--- config.mk ---
export PLATFORM = sky130hd
export DESIGN_NAME = l2_req_responder
export DESIGN_NICKNAME = d
export VERILOG_FILES = /design/src/rtl/l2_req_responder.sv
export SDC_FILE = /design/constraint.sdc
export NUM_CORES = 2
export LEC_CHECK = 0
export BUFFER_PORTS_ARGS = -buffer_cell sky130_fd_sc_hd__buf_2
export CAP_MARGIN = 10
export CORE_AREA = 2 2 467 469
export CTS_CLUSTER_DIAMETER = 100
export DETAILED_ROUTE_END_ITERATION = 16
export DIE_AREA = 0 0 469 471
export GPL_ROUTABILITY_DRIVEN = 0
export SLEW_MARGIN = 20
export SYNTH_ARGS = -nofsm -noshare
export SYNTH_HDL_FRONTEND = slang
export SYNTH_SLANG_ARGS = --single-unit
--- constraint.sdc ---
create_clock -name clk -period 141.9 [get_ports clk]
set_input_delay 21.285 -clock clk [delete_from_list [all_inputs] [get_ports clk]]
set_output_delay 21.285 -clock clk [all_outputs]
set_load 0.005 [all_outputs]
--- src/rtl/l2_req_responder.sv ---
// ============================================================================
// Module  : l2_req_responder
// Brief   : Fixed-latency L2 request responder backed by a small line store.
// Revision: 1.0
// ============================================================================
`default_nettype none

module l2_req_responder #(
    parameter int LAT        = 4,
    parameter int DEPTH_LOG2 = 4,
    parameter int LINE_BITS  = 128,
    parameter int ADDR_BITS  = 28
) (
    input  logic                 clk,
    input  logic                 rst,
    input  logic                 l2_req_out_valid,
    output logic                 l2_req_out_ready,
    input  logic [4:0]           l2_req_out_data_coh_msg,
    input  logic [1:0]           l2_req_out_data_hprot,
    input  logic [ADDR_BITS-1:0] l2_req_out_data_addr,
    input  logic [LINE_BITS-1:0] l2_req_out_data_line,
    output logic                 l2_rsp_in_valid,
    input  logic                 l2_rsp_in_ready,
    output logic [4:0]           l2_rsp_in_data_coh_msg,
    output logic [ADDR_BITS-1:0] l2_rsp_in_data_addr,
    output logic [LINE_BITS-1:0] l2_rsp_in_data_line,
    output logic [3:0]           l2_rsp_in_data_invack_cnt,
    output logic [7:0]           err_cnt
);

    localparam int         C_DEPTH      = 1 << DEPTH_LOG2;
    localparam logic [3:0] C_LAT        = 4'(LAT);
    localparam logic [4:0] C_REQ_V      = 5'd0;
    localparam logic [4:0] C_REQ_S      = 5'd1;
    localparam logic [4:0] C_REQ_O      = 5'd2;
    localparam logic [4:0] C_REQ_WT     = 5'd3;
    localparam logic [4:0] C_REQ_WB     = 5'd4;
    localparam logic [4:0] C_RSP_WB_ACK = 5'd4;
    localparam logic [4:0] C_RSP_NACK   = 5'd31;

    typedef enum logic [1:0] {
        IDLE = 2'd0,
        WAIT = 2'd1,
        RESP = 2'd2
    } state_t;

    state_t                 r_state;
    logic [3:0]             r_cnt;
    logic                   r_req_ready;
    logic                   r_rsp_valid;
    logic [4:0]             r_rsp_coh;
    logic [ADDR_BITS-1:0]   r_rsp_addr;
    logic [LINE_BITS-1:0]   r_rsp_line;
    logic [1:0]             r_hprot_unused;
    logic [7:0]             r_err_cnt;
    logic [LINE_BITS-1:0]   r_store [C_DEPTH];

    logic [DEPTH_LOG2-1:0]  w_idx;
    logic                   w_accept;

    // Upper address bits alias onto the same store line.
    assign w_idx    = l2_req_out_data_addr[DEPTH_LOG2-1:0];
    assign w_accept = l2_req_out_valid && r_req_ready;

    always_ff @(posedge clk or posedge rst) begin
        if (rst) begin
            r_state        <= IDLE;
            r_cnt          <= 4'd0;
            r_req_ready    <= 1'b0;
            r_rsp_valid    <= 1'b0;
            r_rsp_coh      <= 5'd0;
            r_rsp_addr     <= '0;
            r_rsp_line     <= '0;
            r_hprot_unused <= 2'd0;
            r_err_cnt      <= 8'd0;
            for (int i = 0; i < C_DEPTH; i++) begin
                r_store[i] <= '0;
            end
        end else begin
            case (r_state)
                IDLE: begin
                    if (w_accept) begin
                        r_req_ready    <= 1'b0;
                        r_rsp_addr     <= l2_req_out_data_addr;
                        r_hprot_unused <= l2_req_out_data_hprot;
                        r_cnt          <= C_LAT;
                        // Read data and store updates are resolved at capture.
                        case (l2_req_out_data_coh_msg)
                            C_REQ_V, C_REQ_S, C_REQ_O: begin
                                r_rsp_coh  <= l2_req_out_data_coh_msg;
                                r_rsp_line <= r_store[w_idx];
                            end
                            C_REQ_WT, C_REQ_WB: begin
                                r_rsp_coh      <= (l2_req_out_data_coh_msg == C_REQ_WT) ?
                                                  C_REQ_WT : C_RSP_WB_ACK;
                                r_rsp_line     <= '0;
                                r_store[w_idx] <= l2_req_out_data_line;
                            end
                            default: begin
                                r_rsp_coh  <= C_RSP_NACK;
                                r_rsp_line <= '0;
                                if (r_err_cnt != 8'hFF) begin
                                    r_err_cnt <= r_err_cnt + 8'd1;
                                end
                            end
                        endcase
                        if (C_LAT == 4'd0) begin
                            r_state     <= RESP;
                            r_rsp_valid <= 1'b1;
                        end else begin
                            r_state <= WAIT;
                        end
                    end else begin
                        r_req_ready <= 1'b1;
                    end
                end
                WAIT: begin
                    r_cnt <= r_cnt - 4'd1;
                    if (r_cnt <= 4'd1) begin
                        r_cnt       <= 4'd0;
                        r_state     <= RESP;
                        r_rsp_valid <= 1'b1;
                    end
                end
                RESP: begin
                    if (l2_rsp_in_ready) begin
                        r_rsp_valid <= 1'b0;
                        r_req_ready <= 1'b1;
                        r_state     <= IDLE;
                    end
                end
                default: begin
                    r_state     <= IDLE;
                    r_rsp_valid <= 1'b0;
                    r_req_ready <= 1'b0;
                end
            endcase
        end
    end

    assign l2_req_out_ready          = r_req_ready;
    assign l2_rsp_in_valid           = r_rsp_valid;
    assign l2_rsp_in_data_coh_msg    = r_rsp_coh;
    assign l2_rsp_in_data_addr       = r_rsp_addr;
    assign l2_rsp_in_data_line       = r_rsp_line;
    assign l2_rsp_in_data_invack_cnt = 4'd0;
    assign err_cnt                   = r_err_cnt;

endmodule

`default_nettype wire

Yosys cells after proc, flatten, opt, wreduce, memory -nomap -nowiden:

Index checks and enable logic that the tools add are counted.

* magnitude comparators: 3
* add/subtract/negate cells: 2
* reductions and logical operators: 15
* equality and inequality tests: 10
* bitwise gates (word level): 4
* mux-type cells: 22

Operators with widths (count)
* 2048-bit bitwise mux: 1
* 128-bit binary-select mux with 4-bit select: 1
* 128-bit demux with 4-bit select: 1
* 128-bit two-way mux: 4
* 5-bit by 2-bit == test with 1-bit output, second input constant: 2
* 5-bit one-hot mux with 2 select lines: 1
* 3-bit AND reduction: 3
* 8-bit by 1-bit adder with 8-bit output, second input constant: 1
* 4-bit two-way mux: 2
* 8-bit inequality test, second input constant: 1
* 4-bit one-hot mux with 2 select lines: 1
* 2-bit two-way mux: 3
* 2-bit inequality test, second input constant: 3
* 1-bit one-hot mux with 3 select lines: 2
* 2-bit one-hot mux with 3 select lines: 1
* 2-bit AND reduction: 3
* 5-bit by 1-bit == test with 1-bit output, second input constant: 1
* 5-bit by 3-bit == test with 1-bit output, second input constant: 1
* 5-bit >= comparator, second input constant: 1
* 5-bit zero test: 1
* 5-bit by 1-bit less-than comparator with 1-bit output, second input constant: 1
* 4-bit NOT with 5-bit output: 1
* 5-bit OR reduction: 1
* 4-bit by 1-bit less-or-equal comparator with 1-bit output, second input constant: 1
* 12 further kinds: 18

* word-level logic and storage cells: 80
* input bits: 167
* bits in registers: 2225
* output and inout port bits: 175

Longest topological paths before layout:

* depth in word-level cells: 6
* depth in mapped cells: 8
* gate-level depth less buffers: 6

Worst setup path after synthesis:

No wires, ideal clock.

* kind: in2reg
* start point: input l2_req_out_data_addr[0]
* end point: register r_rsp_line[126] (netlist: l2_rsp_in_data_line[126])
* required time: 141.766 ns
* data arrival time: 23.215 ns
* stages on the path: 7
* library setup time: 0.134 ns
* buffers on the path: 4
* path slack: 118.551 ns
* cells stage by stage: clkbuf_1 -> clkbuf_1 -> buf_1 -> buf_2 -> mux4_2 -> o2111ai_1 -> o211ai_1

* word-level cells in the longest chain between the ends: 5

RTL lines
* start, declared: line 20 `input logic [ADDR_BITS-1:0] l2_req_out_data_addr,`
* 4-bit NOT with 5-bit output (implied by the code): line 91 `r_rsp_line <= r_store[w_idx];`
* 128-bit binary-select mux with 4-bit select: line 91
* 128-bit two-way mux (implied by the code) (2 in a row): line 91
* 128-bit two-way mux: line 88 `case (l2_req_out_data_coh_msg)`
* end signal, assigned: line 91
* end, declared: line 53 `logic [LINE_BITS-1:0] r_rsp_line;`

No other way between the ends. The select of a mux whose other input is x is not followed.
A chain may end at the register's enable or synchronous reset.

==> flow_summary.yaml <==
timing:
  rsz0062_at_grt: "no"
  hold_viol: 0
  worst_slew_pin_slew_ps: 1290
  relSlewSlack_pct: 14.0
  fmax_ghz: 0.0380
  post-route-min-period_ps: 26320
  finClkSkew_ps: 46.5
  tns_ps: 0
  setup_viol_count_final: 0
  finalMaxSlewViolations: 0
  fin_crit_sh_pct: 18.5
  finalHoldWorstSlack_ps: 469
power:
  leakagePower_nw: 52.6
  irDropWorstVdd_uv: 12.7
  cellPowerDensity_nw_per_um2: 13.0
  report.power.total_mw: 1.42
clock_network:
  cts-hold-fix-buffers: 0
  clock-sinks: 2225
  cts_tree: "built"
  clockBufferDepth: 3
  clk_latency_ps: 870
  cts_setup_buffers: 0
  h-tree-depth: 4
  numCtsBuffers: 233
  ctsResizeCount: 0
  path_clk_slew_ps: 60
  clock-root-buffer: "clkbuf_16"
routing:
  wl_um: 252000
  wl_per_cell_um: 27.2
  drc: 0
  vias_per_cell: 5.89
  drtIter0Drc: 3789
  via_count: 54400
  first_pass_iters: 7
  drtAntennaViolNets: 0
global_routing:
  gr-total-overflow: 0
  antenna_found_initial: 54
  grt_start_max_net_pins: 182
  grt_pass1_wl_um: 382000
  grt_use_total_pct: 23.0
  grt_pass1_vias: 57916
layout:
  multi_input_area_um2: 38700
  area_delta_synth_final_pct: 12.4
  drive_gt1_share_pct: 51.1
  final-seq-area_um2: 55700
  num-fill-cells: 18016
  fin_nets: 6349
  final_area_um2: 109000
  final_core_util_pct: 50.3
placement:
  dpl_cell_area_um2: 101000
  io_buffers: 335
  post-dp-hpwl_um: 131000
logic_synthesis:
  ys_warn_count: 0
  synth_simple_gate_area_share_pct: 1.16
  synthCells: 6058
  synth_mux_area_share_pct: 35.8
  synth_edf_count: 0
  synthXorXnorAreaFrac_pct: 0.0724
  synthArstFlopShare_pct: 100
  synthFlopType: "dfrtp_1"
  synth-adder-area-share_pct: 0.0388
  avgSynthCellArea_um2: 16.0
  synth_top_family_by_area: "multiplexers"
  synth_commonest_cells: "dfrtp_1, mux2_2, mux4_2, nand2_1, buf_2"
  yosysMostFrequentCell: "dfrtp_1"
  syn_area_um2: 96700
  seq_area_frac_synth_pct: 57.6
  yosys.area.top_type_share_pct: 57.6
  synth_compound_area_share_pct: 2.83
  synth_cell_types: 44
  yosys.area.top_type: "dfrtp_1"
  synth_seq_cells: 2225
  synth_area_leaders: "dfrtp_1, mux2_2, mux4_2"
min_path:
  hold_class: "register to register"
critical_path:
  end_kind: "async pin"
  critPathRequiredTime_ps: 142760
  crit_top_cell: "buf_4"
  path_class: "input pin to async pin"
  cp-start-kind: "input pin"
  worstPathMaxFanout: 174
  ff2ff_setup_slack_ps: 136980
  arrival_ps: 27180
  slowest_stage: "buf_4"
  path_cells: "buf_2 -> inv_8 -> buf_4 -> buf_4 -> buf_4 -> buf_12 -> buf_4 -> buf_4"
  slowest_delay_ps: 860
floorplanning:
  io_pins: 342
  rows: 171
  die_area_um2: 221000
  core_area_um2: 216000
  initial_core_util_pct: 44.8
  die_h_um: 471
  fp.dieW_um: 469
outcome:
  status: "finished clean"
flow_run:
  drv_cap: 0
-- critical path: cells and delay by family --
kind     cells  cell delay, ps
buf+inv      8            5490
-- placed cells by master, fill, tap and decap left out, types with 22 or more instances in the layout --
cell type and n:
buf_4 99, mux4_2 510, dfrtp_1 2225, o22ai_1 127, mux2_1 159, clkbuf_16 234
nand2_1 223, clkbuf_8 65, o21ai_1 22, o21ai_0 115, mux2_2 1890, clkbuf_1 53
clkinv_2 47, o221ai_1 127, buf_2 333
-- where the power goes --
group / switching (mW) / leakage, nW / internal, mW / total [mW]
Sequential: 0.0173 / 30.9 / 0.664 / 0.681
Combinational: 0.0701 / 17.8 / 0.0450 / 0.115
Clock: 0.260 / 3.90 / 0.360 / 0.620
Total: 0.347 / 52.6 / 1.07 / 1.42
-- kinds of logic after synthesis --
group                      count (synthesis)
AOI/OAI and AO/OA                        411
xor gates and xnor gates                   8
adders and majority gates                  3
buffers and inverters                    574
DFF                                     2225
muxes                                   2563
other                                      1
and+or+nand+nor                          273
-- final timing paths --
path	from	endpoint	depth (start not counted)
max	rst	r_store[53]	8
min	l2_rsp_in_data_addr[0]	l2_rsp_in_data_addr[0]	2
max reg2reg	r_state[1]	r_store[1991]	7
min reg2reg	l2_rsp_in_data_addr[0]	l2_rsp_in_data_addr[0]	2
max in group clk	l2_req_out_data_coh_msg[2]	r_store[1991]	8
min in group asynchronous	rst	l2_rsp_in_data_addr[8]	2
-- registers in the layout (all words and copies together) (netlist names) --
register                count
r_store                  2048
l2_rsp_in_data_line       128
l2_rsp_in_data_addr        28
err_cnt                     8
l2_rsp_in_data_coh_msg      5
r_cnt                       4
r_state                     2
l2_req_out_ready            1
l2_rsp_in_valid             1
-- cell type report --
| type | count | share of cell area (%) |
|---|---|---|
| well taps | 2854 | 3.28 |
| clock inverters | 82 | 0.874 |
| flip-flops and latches | 2225 | 51.2 |
| multi-input cells | 3262 | 35.6 |
| clock buffers | 352 | 6.39 |
| diodes | 8 | 0.0184 |
| repair buffers | 451 | 2.55 |
| inverters | 6 | 0.0276 |
-- layer usage --
layer,wire length (µm),vias to the layer above,GRT usage [%]
met5,273,-,0
li1,-,22856,-
met4,5720,44,5.56
met1,114000,29854,33.1
met3,13600,398,4.33
met2,118000,1248,36.1
-- per-stage QoR --
stage               cells  worst slack [ps]
finish               9240            115580
global route         9236            114620
CTS                  9230            115300
detailed placement   8796            114360
global placement     8796            114610
floorplan            6061             57750
(Power assumes the default switching activity.)
